--- config.mk ---
export PLATFORM = sky130hd
export DESIGN_NAME = uart_tx_serializer
export DESIGN_NICKNAME = d
export VERILOG_FILES = /design/src/rtl/uart_pkg.sv /design/src/rtl/uart_tx_fifo.sv /design/src/rtl/uart_tx_serializer.sv
export SDC_FILE = /design/constraint.sdc
export NUM_CORES = 1
export LEC_CHECK = 0
export ABC_CLOCK_PERIOD_IN_PS = 4100
export CAP_MARGIN = 20
export CELL_PAD_IN_SITES_DETAIL_PLACEMENT = 1
export CELL_PAD_IN_SITES_GLOBAL_PLACEMENT = 1
export CORE_MARGIN = 2
export CORE_UTILIZATION = 25
export DETAILED_ROUTE_END_ITERATION = 7
export GPL_TIMING_DRIVEN = 0
export PLACE_DENSITY_LB_ADDON = 0.2
export RECOVER_POWER = 25
export SLEW_MARGIN = 20
export SYNTH_ARGS = -nofsm -noshare
export SYNTH_HDL_FRONTEND = slang
export SYNTH_SLANG_ARGS = --single-unit
--- constraint.sdc ---
create_clock -name CLK -period 4.1 [get_ports CLK]
set_input_delay 0.41 -clock CLK [delete_from_list [all_inputs] [get_ports CLK]]
set_output_delay 0.41 -clock CLK [all_outputs]
set_load 0.005 [all_outputs]
--- src/rtl/uart_pkg.sv ---
// -----------------------------------------------------------------------------
// uart_pkg
// Shared types and constants for the UART transmit serializer.
//   tx_state_t       : serializer FSM states
//   UART_DATA_BITS   : data bits per frame
//   UART_IDLE_LEVEL  : line level while idle and during the stop bit
//   UART_START_LEVEL : line level during the start bit
// Optional feature macro used by the design files: UART_TX_PARITY_EN
// -----------------------------------------------------------------------------
package uart_pkg;

  typedef enum logic [2:0] {
    IDLE,
    START,
    DATA,
    PARITY,
    STOP
  } tx_state_t;

  localparam int   UART_DATA_BITS   = 8;
  localparam logic UART_IDLE_LEVEL  = 1'b1;
  localparam logic UART_START_LEVEL = 1'b0;

endpackage

--- src/rtl/uart_tx_fifo.sv ---
// -----------------------------------------------------------------------------
// uart_tx_fifo
// Small synchronous byte FIFO feeding the serializer. Read data is the entry at
// the read pointer (combinational read), there is no empty-to-output bypass.
// Ports:
//   clk, rst : clock, asynchronous active-high reset
//   push     : write din (ignored when full)
//   pop      : advance read pointer (ignored when empty)
//   din      : write data
//   dout     : head-of-queue data
//   full     : DEPTH entries stored
//   empty    : no entries stored
//   count    : registered occupancy, 0..DEPTH
// DEPTH must be a power of two, >= 2, so the pointers wrap naturally.
// -----------------------------------------------------------------------------
module uart_tx_fifo
  import uart_pkg::*;
#(
  parameter int DEPTH = 8,
  parameter int WIDTH = UART_DATA_BITS
) (
  input  logic                       clk,
  input  logic                       rst,
  input  logic                       push,
  input  logic                       pop,
  input  logic [WIDTH-1:0]           din,
  output logic [WIDTH-1:0]           dout,
  output logic                       full,
  output logic                       empty,
  output logic [$clog2(DEPTH):0]     count
);

  localparam int AW = $clog2(DEPTH);
  localparam logic [AW:0] FULL_COUNT = (AW+1)'(DEPTH);

  logic [WIDTH-1:0] mem [DEPTH];
  logic [AW-1:0]    wr_ptr;
  logic [AW-1:0]    rd_ptr;
  logic [AW:0]      count_q;
  logic             do_push;
  logic             do_pop;

  assign full    = (count_q == FULL_COUNT);
  assign empty   = (count_q == '0);
  assign count   = count_q;
  assign dout    = mem[rd_ptr];
  assign do_push = push && !full;
  assign do_pop  = pop && !empty;

  always_ff @(posedge clk or posedge rst) begin
    if (rst) begin
      wr_ptr  <= '0;
      rd_ptr  <= '0;
      count_q <= '0;
    end else begin
      if (do_push) wr_ptr <= wr_ptr + 1'b1;
      if (do_pop)  rd_ptr <= rd_ptr + 1'b1;
      case ({do_push, do_pop})
        2'b10:   count_q <= count_q + 1'b1;
        2'b01:   count_q <= count_q - 1'b1;
        default: count_q <= count_q;
      endcase
    end
  end

  // Storage needs no reset: entries are only read after being written.
  always_ff @(posedge clk) begin
    if (do_push) mem[wr_ptr] <= din;
  end

endmodule

--- src/rtl/uart_tx_serializer.sv ---
// -----------------------------------------------------------------------------
// uart_tx_serializer
// Accepts bytes over a valid/ready port, buffers them in uart_tx_fifo and
// shifts each out LSB first as an 8N1 frame (8E1 with UART_TX_PARITY_EN).
// Ports:
//   CLK      : clock
//   RST      : asynchronous active-high reset
//   wr_valid : byte offered
//   wr_data  : byte offered
//   wr_ready : FIFO not full (from registered occupancy)
//   tx       : registered serial line, idle high
//   busy     : FIFO non-empty or frame in progress
// Parameters: CLKS_PER_BIT (>= 2), FIFO_DEPTH (power of two, >= 2)
// Macro: UART_TX_PARITY_EN adds an even-parity bit between bit 7 and stop.
//
// state  | meaning
// IDLE   | line high, waiting for a queued byte
// START  | start bit (low)
// DATA   | data bits 0..7, LSB first
// PARITY | even parity of the byte (UART_TX_PARITY_EN only)
// STOP   | stop bit (high); chains straight into START if bytes are queued
// -----------------------------------------------------------------------------
module uart_tx_serializer
  import uart_pkg::*;
#(
  parameter int CLKS_PER_BIT = 868,
  parameter int FIFO_DEPTH   = 8
) (
  input  logic                      CLK,
  input  logic                      RST,
  input  logic                      wr_valid,
  input  logic [UART_DATA_BITS-1:0] wr_data,
  output logic                      wr_ready,
  output logic                      tx,
  output logic                      busy
);

  localparam int BW = $clog2(CLKS_PER_BIT);
  localparam int IW = $clog2(UART_DATA_BITS);
  localparam logic [BW-1:0] BAUD_LAST = BW'(CLKS_PER_BIT - 1);
  localparam logic [IW-1:0] BIT_LAST  = IW'(UART_DATA_BITS - 1);

  tx_state_t                 state_q, state_n;
  logic [BW-1:0]             baud_q, baud_n;
  logic [IW-1:0]             bit_idx_q, bit_idx_n;
  logic [UART_DATA_BITS-1:0] shift_q, shift_n;
  logic                      tx_n;
  logic                      baud_last;

  logic                      fifo_push;
  logic                      fifo_pop;
  logic [UART_DATA_BITS-1:0] fifo_dout;
  logic                      fifo_full;
  logic                      fifo_empty;
  logic [$clog2(FIFO_DEPTH):0] fifo_count;

`ifdef UART_TX_PARITY_EN
  logic par_q, par_n;
`endif

  assign wr_ready  = !fifo_full;
  assign fifo_push = wr_valid && wr_ready;
  assign busy      = (state_q != IDLE) || (fifo_count != '0);
  assign baud_last = (baud_q == BAUD_LAST);

  uart_tx_fifo #(
    .DEPTH (FIFO_DEPTH),
    .WIDTH (UART_DATA_BITS)
  ) u_fifo (
    .clk   (CLK),
    .rst   (RST),
    .push  (fifo_push),
    .pop   (fifo_pop),
    .din   (wr_data),
    .dout  (fifo_dout),
    .full  (fifo_full),
    .empty (fifo_empty),
    .count (fifo_count)
  );

  always_ff @(posedge CLK or posedge RST) begin
    if (RST) begin
      state_q   <= IDLE;
      baud_q    <= '0;
      bit_idx_q <= '0;
      shift_q   <= '0;
      tx        <= UART_IDLE_LEVEL;
`ifdef UART_TX_PARITY_EN
      par_q     <= 1'b0;
`endif
    end else begin
      state_q   <= state_n;
      baud_q    <= baud_n;
      bit_idx_q <= bit_idx_n;
      shift_q   <= shift_n;
      tx        <= tx_n;
`ifdef UART_TX_PARITY_EN
      par_q     <= par_n;
`endif
    end
  end

  // tx_n is the level of the bit that state_n/shift_n describe, so the
  // registered line changes on the same edge as the state.
  always_comb begin
    state_n   = state_q;
    baud_n    = baud_q;
    bit_idx_n = bit_idx_q;
    shift_n   = shift_q;
    tx_n      = tx;
    fifo_pop  = 1'b0;
`ifdef UART_TX_PARITY_EN
    par_n     = par_q;
`endif

    case (state_q)
      IDLE: begin
        tx_n = UART_IDLE_LEVEL;
        if (!fifo_empty) begin
          fifo_pop = 1'b1;
          shift_n  = fifo_dout;
`ifdef UART_TX_PARITY_EN
          par_n    = ^fifo_dout;
`endif
          baud_n   = '0;
          state_n  = START;
          tx_n     = UART_START_LEVEL;
        end
      end

      START: begin
        if (baud_last) begin
          baud_n    = '0;
          bit_idx_n = '0;
          state_n   = DATA;
          tx_n      = shift_q[0];
        end else begin
          baud_n = baud_q + 1'b1;
        end
      end

      DATA: begin
        if (baud_last) begin
          baud_n = '0;
          if (bit_idx_q == BIT_LAST) begin
`ifdef UART_TX_PARITY_EN
            state_n = PARITY;
            tx_n    = par_q;
`else
            state_n = STOP;
            tx_n    = UART_IDLE_LEVEL;
`endif
          end else begin
            bit_idx_n = bit_idx_q + 1'b1;
            shift_n   = shift_q >> 1;
            tx_n      = shift_q[1];
          end
        end else begin
          baud_n = baud_q + 1'b1;
        end
      end

`ifdef UART_TX_PARITY_EN
      PARITY: begin
        if (baud_last) begin
          baud_n  = '0;
          state_n = STOP;
          tx_n    = UART_IDLE_LEVEL;
        end else begin
          baud_n = baud_q + 1'b1;
        end
      end
`endif

      STOP: begin
        if (baud_last) begin
          baud_n = '0;
          if (!fifo_empty) begin
            // Back-to-back: next start bit follows the stop bit directly.
            fifo_pop = 1'b1;
            shift_n  = fifo_dout;
`ifdef UART_TX_PARITY_EN
            par_n    = ^fifo_dout;
`endif
            state_n  = START;
            tx_n     = UART_START_LEVEL;
          end else begin
            state_n = IDLE;
            tx_n    = UART_IDLE_LEVEL;
          end
        end else begin
          baud_n = baud_q + 1'b1;
        end
      end

      default: begin
        state_n = IDLE;
        baud_n  = '0;
        tx_n    = UART_IDLE_LEVEL;
      end
    endcase
  end

endmodule
==> impl_metrics.toml <==
[outcome]
outcome = "finished, final reports clean"

[floorplan]
core-area_um2 = 17840
num_io_pins = 14
die_w_um = 138.2
start_util_pct = 25.25
std_cell_rows = 49
die_h_um = 138.2
die_area_um2 = 19110

[power]
clkPwrFrac_pct = 38.6
leakagePower_nw = 1.865
power.switching_mw = 0.6618
ir_worst_vdd_mv = 0.2625
pwr_density_cell_nw_per_um2 = 480.0
p_sw_share_pct = 26.11
pwr-share-comb_pct = 11.5
seqPwrFrac_pct = 49.9
p_int_mw = 1.873

[worst_setup_path]
r2r_cells = 10
required_ns = 3.69
r2r-start = "baud_q[0]"
cp_top_family = "simple AND/OR/NAND/NOR gates"
endpoint_kind = "output pin"
cp_cell_sequence = "or4_4 > buf_6 > nor4_4 > inv_4 > clkdlybuf4s50_1"
r2r-end = "u_fifo.count[3]"
slowest_stage = "or4_4"
worstPathArrival_ns = 2.61
cpPeakStageDelay_ns = 0.56
r2r_slack_ns = 1.16
path_buf_inv = 3
worstSetupStartpointType = "flip-flop"
critPathMaxFanout = 10
worstSetupPathType = "reg2out"

[synthesis]
yosys-top-cells-area = "edfxtp_1 (43%), dfrtp_1 (19%), mux2i_1 (6.7%)"
yosysMostFrequentCell = "edfxtp_1"
ys_types = 59
netlist_instances = 325
ys_ff_latch = 99
syn-num-nets = 345
synth.avg_cell_area_um2 = 13.86
yosys_warnings = 0
synth_commonest_cells = "edfxtp_1 (64), dfrtp_1 (34), mux2i_1 (30)"
synth_ff_type = "edfxtp_1"
synth-seq-area-share_pct = 62.14
syn_area_um2 = 4504
async_flop_share_pct = 35.35
post-synth-top-area-fraction_pct = 42.67
synth-edff-count = 64
synth_top_cell_by_area = "edfxtp_1"

[route]
firstDrtPassIters = 4
ant_nets = 0
viasPerCell = 4.544
dr_wl_met2_um = 4765
top_layer = "met4"
routedWlPerCell_um = 16.92
met3_length_um = 202
vias = 2658
drt_iter0_drc = 130
finalWirelength_um = 9898
met1Wirelength_um = 4778
drc_errors = 0

[global_route]
overflow = 0
grt_pass1_wl_um = 16100
grt_max_degree = 25
grt_pass1_vias = 2845
grt_util_all_layers_pct = 11.00
antenna_found_initial = 0

[placement]
dpl.hpwl_um = 6834
routabilityCongestion = 0.7317
placed_cell_area_um2 = 4959
portBuffers = 13

[sta]
finClkSkew_ns = 0.01040
fmax_mhz = 330.6
hold_viol_final = 0
drv_slew = 0
setup_tns_ns = 0
fin_crit_sh_pct = 73.77
setup_violations = 0
maxSlewHeadroom_pct = 13.04
worst_pin_slew_ns = 1.304
rsz0062_at_grt = "false"
min_period_ns = 3.025

[clock_tree]
h-tree-depth = 3
numCtsBuffers = 9
root_buffer = "clkbuf_16"
clk_path_buf_depth = 2
post_cts_buffers = 0
cts_tree = "yes"
clk-insertion-delay-late_ns = 0.36
clk_pin_slew_ns = 0.08
cts_sinks = 99
cts_resized = 0
ctsHoldBuffers = 0

[finish]
stdcell_area_um2 = 5281
drive_gt1_share_pct = 16.01
fin_nets = 371
antenna_cells = 0
area_growth_pct = 17.25
final_util_pct = 29.60

[hold_path]
min_from = "shift_q[0]"
holdCritPathClass = "reg2reg"
worstHoldEndpoint = "shift_q[0]"
hold_path_depth = 1

[job]
drv_cap = 0
==> per-stage QoR <==
stage	std cells	total power, mW	hold slack, ns	setup WS, ns
after CTS	585	2.577	0.3226	1.027
final	585	2.535	0.4956	1.075
after floorplan	325	1.468	0.4580	1.533
after detailed placement	569	1.592	0.4888	1.064
after global placement	567	1.569	0.4827	1.098
after global routing	585	2.646	0.5332	0.8775
==> placed cells by master, fill, tap and decap left out, types with 4 or more instances in the layout <==
master and instances:
a21oi_1 5, a22o_1 17, a31oi_1 5, and2_1 4, buf_2 4, buf_4 6, clkbuf_1 6, clkbuf_16 9
clkdlybuf4s50_1 10, dfrtp_1 34, edfxtp_1 64, ha_1 8, inv_1 7, inv_8 4, mux2_2 11, mux2i_1 30
nand2_1 20, nand3_1 11, nor2_1 15, nor2b_1 5, o21ai_0 5, o31ai_1 7, xnor2_1 4, xor2_1 4
==> power by group through the flow <==
| stage | clock [mW] | sequential (mW) | combinational [mW] |
|---|---|---|---|
| 2_1_floorplan | 0 | 1.27 | 0.202 |
| 3_3_place_gp | 0 | 1.28 | 0.288 |
| 3_5_place_dp | 0 | 1.29 | 0.304 |
| 4_1_cts | 1.01 | 1.27 | 0.304 |
| 5_1_grt | 1.04 | 1.28 | 0.331 |
| 6_report | 0.978 | 1.27 | 0.291 |
==> sequential cells by signal (all words and copies together), names as in the netlist <==
signal	flops
u_fifo.mem	64
bit_idx_q	3
tx	1
shift_q	8
u_fifo.rd_ptr	3
u_fifo.wr_ptr	3
baud_q	10
state_q	3
u_fifo.count	4
==> area by class of cell <==
cell class / instances / area [um2]
clock inverters: 7 / 113.9
flip-flops and latches: 99 / 2799
clock buffers: 9 / 225.2
multi-input cells: 201 / 1573
fillers: 1891 / 12560
plain buffers: 17 / 110.1
inverters: 8 / 32.53
well taps: 229 / 286.5
repair buffers: 15 / 141.4
==> layer usage <==
layer | GRT usage, % | up-vias
met4 | 3.867 | 0
met2 | 17.82 | 17
met3 | 2.702 | 11
met1 | 14.42 | 1352
li1 | - | 1278
met5 | 0 | -
==> worst reg2reg max path: cells and delay by family (launching register included) <==
| kind | cells | cell delay (ns) |
|---|---|---|
| compound gates | 3 | 0.80 |
| xor+xnor | 1 | 0.14 |
| fa+ha+maj | 3 | 0.77 |
| flops | 1 | 0.40 |
| mux | 1 | 0.23 |
| simple gates | 2 | 0.52 |
==> worst max path at each step <==
stage               startpoint               to  slack [ns]  cells past startpoint
6_report       u_fifo.count[0]             busy        1.08                      5
5_1_grt              baud_q[0]  u_fifo.count[3]        0.88                     10
4_1_cts        u_fifo.count[0]             busy        1.03                      5
3_5_place_dp         baud_q[0]  u_fifo.count[3]        1.06                     10
3_3_place_gp         baud_q[0]  u_fifo.count[3]        1.10                     10
2_1_floorplan        baud_q[0]  u_fifo.count[3]        1.53                     10
==> kinds of logic (layout without fill, tap and decap cells) <==
family / count (synthesis) / after routing / synth area share [%]
buffers and inverters: 25 / 56 / 3.167
and+or+nand+nor: 83 / 83 / 10.25
xor gates and xnor gates: 8 / 8 / 1.555
AOI/OAI and AO/OA: 57 / 57 / 9.805
DFF: 99 / 99 / 62.14
muxes: 44 / 44 / 10.42
adders and majority gates: 9 / 9 / 2.667
(Power assumes the default switching activity.)
==> RTL change 1 (same settings) <==
Set the package constant `UART_DATA_BITS` to 16 (it was 8).
--- a/src/rtl/uart_pkg.sv
+++ b/src/rtl/uart_pkg.sv
@@ -17,7 +17,7 @@
     STOP
   } tx_state_t;
 
-  localparam int   UART_DATA_BITS   = 8;
+  localparam int   UART_DATA_BITS   = 16;
   localparam logic UART_IDLE_LEVEL  = 1'b1;
   localparam logic UART_START_LEVEL = 1'b0;
 
Ports: changed (resized wr_data); port bits go from 14 to 22. The function was not compared with the original's and may differ.
==> RTL change 1 against the unedited design <==
Critical endpoint is now u_fifo.count[3]$_DFFE_PP0P_. Count of clock-buffer cells in the layout up 8. Highest routed layer unchanged. Synthesized area increased by 64%. Worst setup slack worse by 4.5 ps. Final area increased by 68%. Core utilization rose by 1.1 points. Sequential cell count is 73 higher. Global-route usage grew 2.1 points. Largest cell class unchanged. Wire length is 93% higher. Total power is 70% higher.
==> RTL change 1: results (changes against the unedited design) <==
| Metric | Value |
|---|---|
| Sequential area share after synthesis | `67.1% (+4.9 points)` |
| Distinct cells, synth | `55 (-6.8%)` |
| Worst hold start | `u_fifo.count[3]$_DFFE_PP0P_` |
| Routed length per instance | `20.1 microns (+19%)` |
| Gates resized, CTS repair | `0 (unchanged)` |
| Regs by FF count | `u_fifo.mem x128, shift_q x16, baud_q x10` |
| Nets | `582 (+57%)` |
| First-pass GRT wire length | `29.7 mm (+84%)` |
| Number of synthesized flops with an enable pin | `128 (+100%)` |
| Post-DR vias/cell | `4.62 (+1.7%)` |
| First DRT Iteration DRCs | `234 (+80%)` |
| Crit Reg-Reg Endpoint | `u_fifo.count[3]$_DFFE_PP0P_` |
| Dpl ws | `1030 ps (-30.6 ps)` |
| Worst-Margin Slew | `1070 ps (-236 ps)` |
| Synth area leaders | `edfxtp_1 (52%), dfrtp_1 (15%), mux2i_1 (8.4%), a22oi_1 (3.2%), nand3_1 (2.1%)` |
| Peak supply drop | `267 uV (+1.6%)` |
| Hold WC Path Type | `register to register` |
| Insertion delay to the later sink of the worst-skew pair | `430 ps (+70 ps)` |
| Dominant cell type by area after synthesis | `edfxtp_1` |
| Clock Skews | `10.4 ps (+0.0439 ps)` |
| Final HPWL DP | `12.6 mm (+84%)` |
| Vias in the first global route | `4,777 (+68%)` |
| Wl on met1 | `8.69 mm (+82%)` |
| H-tree depth | `4 (+1)` |
| Clock root buffer | `clkbuf_16` |
| Antenna fix cells | `0 (unchanged)` |
| I/O Buffers | `21 (+8)` |
| Worst R2R Start | `baud_q[0]$_DFFE_PP0N_` |
| Total nets after synthesis | `533 (+54%)` |
| Post-synth ARST share | `25.6% (-9.8 points)` |
| Max Buffers Root-to-Sink | `2 (unchanged)` |
| CTS clk-pin slew, worst paths | `80 ps (about the same)` |
| Min-Delay Endpoint | `u_fifo.count[3]$_DFFE_PP0P_` |
| Routability cong. | `0.741 (+1.3%)` |
| Post-CTS setup buffers | `0 (unchanged)` |
| R2R depth | `10 (unchanged)` |
| CTS buffer count | `17 (+8)` |
| Gr usage total | `13.1% (+2.1 points)` |
| Ratio of cells with drive above 1 in the final layout | `15.0% (-1.0 points)` |
| Cell Area, Placed | `0.00829 sq mm (+67%)` |
| DR top layer | `met4` |
| Net Switching | `1.19 mW (+79%)` |
| Largest reg by FF count | `u_fifo.mem` |
| Worst hold slack | `508 ps (+12.4 ps)` |
| Met2 WL | `9.76 mm (+100%)` |
| # fillers | `3,063 (+62%)` |
| Commonest cells in the netlist | `edfxtp_1 (128), mux2i_1 (62), dfrtp_1 (43)` |
| YS warnings | `0 (unchanged)` |
| LEAKAGE | `3.52 nW (+89%)` |
| Status | `complete, no violations` |
| Initial antenna violation count | `0 (unchanged)` |
| Critical-path maximum fanout | `7 (-3)` |
| Metal3 WL | `507 microns (+150%)` |
| R2R setup slack | `1070 ps (-90 ps)` |
| Worst EP arrival | `3390 ps (+780 ps)` |
| Pin count of the biggest net entering global routing | `24 (-4.0%)` |
| Hold path depth | `1 (unchanged)` |
| Iteration count of the initial detailed-routing pass | `6 (+2)` |
==> RTL change 1: cell types whose count changed after synthesis, sizes merged, moves of 7 or more <==
cell and delta:
inv +15, o31ai -7, a32oi +15, edfxtp +64, a22oi +30, dfrtp +9, a21oi +14, mux2 -9
a22o -14, nand3 +20, mux2i +32
==> RTL change 1: kinds of logic (layout without fill, tap and decap cells) <==
family	Yosys count	count (layout)	synth area share, %
muxes	68	68	9.64
AOI/OAI and AO/OA	103	103	10.1
buffers and inverters	51	112	3.53
DFF	172	172	67.1
and+or+nand+nor	96	96	7.28
xor gates and xnor gates	8	8	0.950
adders and majority gates	8	8	1.46
==> RTL change 1: routing by layer <==
metal	up-vias	GRT usage [%]
li1	2058	-
met1	2269	16.8
met2	53	22.7
met3	13	2.53
met4	0	3.48
met5	-	0
==> RTL change 1: metrics by stage <==
step | total power [mW] | cells
2_1_floorplan | 2.46 | 506
3_3_place_gp | 2.65 | 911
3_5_place_dp | 2.78 | 920
4_1_cts | 4.38 | 951
5_1_grt | 4.50 | 951
6_report | 4.30 | 951
==> RTL change 1: critical path: stages, from the launching register on <==
cell and delay, ps:
dfrtp_1 410, ha_1 240, nor4b_2 300, nand4_2 290, a21oi_2 430, ha_1 300, ha_1 260, a21o_2 210
a21oi_1 170, mux2i_1 230, xnor2_1 140
==> RTL change 1: area by class of cell <==
class                      count  area [sq um]  share of cell area [%]
timing repair buffer          30           378                    4.26
buffer                        28           174                    1.96
sequential                   172          4950                    55.8
clock inverter                14           150                    1.69
multi-input combinational    283          2220                    25.1
clock buffer                  17           425                    4.80
tap                          384           480                    5.42
inverter                      23          86.3                   0.974
==> RTL change 1: worst max path at each step <==
stage,start,to,slack (ps),cells after the start
4_1_cts,baud_q[0]$_DFFE_PP0N_,u_fifo.count[3]$_DFFE_PP0P_,1010,10
6_report,baud_q[0]$_DFFE_PP0N_,u_fifo.count[3]$_DFFE_PP0P_,1070,10
2_1_floorplan,u_fifo.count[3]$_DFFE_PP0P_,u_fifo.mem[0][0]$_DFFE_PP_,1520,4
5_1_grt,baud_q[0]$_DFFE_PP0N_,u_fifo.count[3]$_DFFE_PP0P_,810,10
3_3_place_gp,wr_valid,u_fifo.mem[0][3]$_DFFE_PP_,-530,4
3_5_place_dp,baud_q[0]$_DFFE_PP0N_,u_fifo.count[3]$_DFFE_PP0P_,1030,10
==> RTL change 1: power by group through the flow <==
stage	Clock [mW]	Combinational (mW)	Sequential [mW]
2_1_floorplan	0	0.257	2.21
3_3_place_gp	0	0.426	2.23
3_5_place_dp	0	0.551	2.23
4_1_cts	1.64	0.551	2.20
5_1_grt	1.70	0.583	2.22
6_report	1.58	0.525	2.19
==> RTL change 2 (config.mk and constraints unchanged) <==
Without the edit above. Re-encode `tx_state_t` (5 states) as one-hot, 5 bits wide.
--- a/src/rtl/uart_pkg.sv
+++ b/src/rtl/uart_pkg.sv
@@ -9,12 +9,12 @@
 // -----------------------------------------------------------------------------
 package uart_pkg;
 
-  typedef enum logic [2:0] {
-    IDLE,
-    START,
-    DATA,
-    PARITY,
-    STOP
+  typedef enum logic [4:0] {
+    IDLE   = 5'b00001,
+    START  = 5'b00010,
+    DATA   = 5'b00100,
+    PARITY = 5'b01000,
+    STOP   = 5'b10000
   } tx_state_t;
 
   localparam int   UART_DATA_BITS   = 8;
Check against the original RTL: no difference found for any inputs over 10 cycles, from zero or initial values and one cycle with RST high; not proved beyond that.
==> RTL change 2 against the unedited design <==
Synthesized area is 2.6% lower. The flow now finishes with violations (max-capacitance violations, max-slew violations). Sequential cell count up 1. Sequential share of layout area increased by 2.3 points. Clock power fell by 17%. Critical path depth unchanged. Register-to-register slack improved by 90 ps. Total power decreased by 5.1%. Via count is 5.9% lower. Wire length down 3.5%. Worst setup slack improved by 65 ps. First-iteration DRC count is 15% lower. Final area shrank 3.3%.
==> RTL change 2: results (changes against the unedited design) <==
| Metric | Value |
|---|---|
| Gr usage total | `11.3% (+0.28 points)` |
| First-pass GRT wire length | `15.4 mm (-4.2%)` |
| Status | `finished, violations left` |
| Global Route met1 Usage | `14.0% (-0.39 points)` |
| Sequential area share after synthesis | `64.4% (+2.2 points)` |
| Sequential power share | `53.6% (+3.7 points)` |
| Vias in the first global route | `2,710 (-4.7%)` |
| Met2 WL | `4.73 mm (-0.65%)` |
| Critical Path Max Stage Delay | `690 ps (+130 ps)` |
| Commonest cells in the netlist | `edfxtp_1 (64), dfrtp_1 (34), nand2_1 (29)` |
| Final HPWL DP | `6.40 mm (-6.3%)` |
| Post-synthesis mux area share | `11.5% (+1.1 points)` |
| Vias | `2,500 (-5.9%)` |
| Routed length per instance | `17.3 microns (+2.1%)` |
| Syn Inst Count | `297 (-8.6%)` |
| GR Util met3 | `2.78% (+0.076 points)` |
| Worst EP arrival | `2550 ps (-60 ps)` |
| Clock Skews | `10.8 ps (+0.372 ps)` |
| Post-Layout Cell Count | `553 (-5.5%)` |
| Nets | `344 (-7.3%)` |
| Wl on met1 | `4.45 mm (-6.9%)` |
| Peak supply drop | `223 uV (-15%)` |
| LEAKAGE | `1.85 nW (-0.63%)` |
| Violated checks | `max-capacitance violations, max-slew violations` |
| Max_cap viols | `1 (+1)` |
| Post-synth ARST share | `36.0% (+0.65 points)` |
| # fillers | `1,810 (-4.3%)` |
| Placed insts | `538 (-5.4%)` |
| DR top layer | `met4` |
| Pin count of the biggest net entering global routing | `28 (+12%)` |
| GR Util met2 | `19.1% (+1.3 points)` |
| First DRT Iteration DRCs | `110 (-15%)` |
| Distinct cells, synth | `45 (-24%)` |
| Slew Limit Fails | `28 (+28)` |
| Max_slew headroom | `-6.72% (-20 points)` |
| Metal3 WL | `229 microns (+13%)` |
| Post-Synth Adder-Cell Area | `2.74% (+0.070 points)` |
| Max Buffers Root-to-Sink | `2 (unchanged)` |
| Power per Cell Area | `471 mW/mm^2 (-1.9%)` |
| Synth Area in Compound Gates | `6.78% (-3.0 points)` |
| Clk pwr share | `33.9% (-4.7 points)` |
| Synth area leaders | `edfxtp_1 (44%), dfrtp_1 (19%), mux4_2 (8.2%), nand2_1 (2.5%), ha_1 (2.3%)` |
| Total nets after synthesis | `317 (-8.1%)` |
==> RTL change 2: cell count changes after synthesis, moves of 4 or more <==
cell     delta
mux2i_1    -20
mux4_2     +15
a22o_1     -12
o21ai_0    +10
nand2_1     +9
mux2_2      -8
nand3_1     -6
o21ai_1     +6
a21o_1      +5
buf_4       -5
o31ai_1     -5
a31oi_1     -4
nor4b_1     +4
==> RTL change 2: path summary, 6_finish.rpt <==
check / from / to / slack (ps) / depth (start not counted)
setup / recovery: u_fifo.count[2]$_DFFE_PP0P_ / busy / 1140 / 5
hold / removal: shift_q[5]$_DFFE_PP0P_ / shift_q[5]$_DFFE_PP0P_ / 470 / 2
setup reg to reg: baud_q[0]$_DFFE_PP0N_ / u_fifo.count[3]$_DFFE_PP0P_ / 1250 / 12
hold reg to reg: shift_q[5]$_DFFE_PP0P_ / shift_q[5]$_DFFE_PP0P_ / 470 / 2
max in group asynchronous: RST / shift_q[4]$_DFFE_PP0P_ / 1790 / 3
min in group asynchronous: RST / baud_q[6]$_DFFE_PP0N_ / 480 / 2
==> RTL change 2: area by class of cell <==
| type | count | area (sq um) | share of cell area (%) |
|---|---|---|---|
| Buffer | 14 | 82.6 | 1.62 |
| Clock buffer | 9 | 225 | 4.41 |
| Clock inverter | 6 | 53.8 | 1.05 |
| Inverter | 7 | 26.3 | 0.514 |
| Multi-Input combinational cell | 176 | 1470 | 28.7 |
| Sequential cell | 100 | 2830 | 55.3 |
| Tap cell | 225 | 282 | 5.51 |
| Timing Repair Buffer | 16 | 149 | 2.91 |
==> RTL change 2: through the flow <==
step	cell area, sq um	setup WS (ps)
4_1_cts	5120	1090
2_1_floorplan	4390	1600
3_5_place_dp	4850	1190
6_report	5110	1140
5_1_grt	5110	972
3_3_place_gp	4800	1030
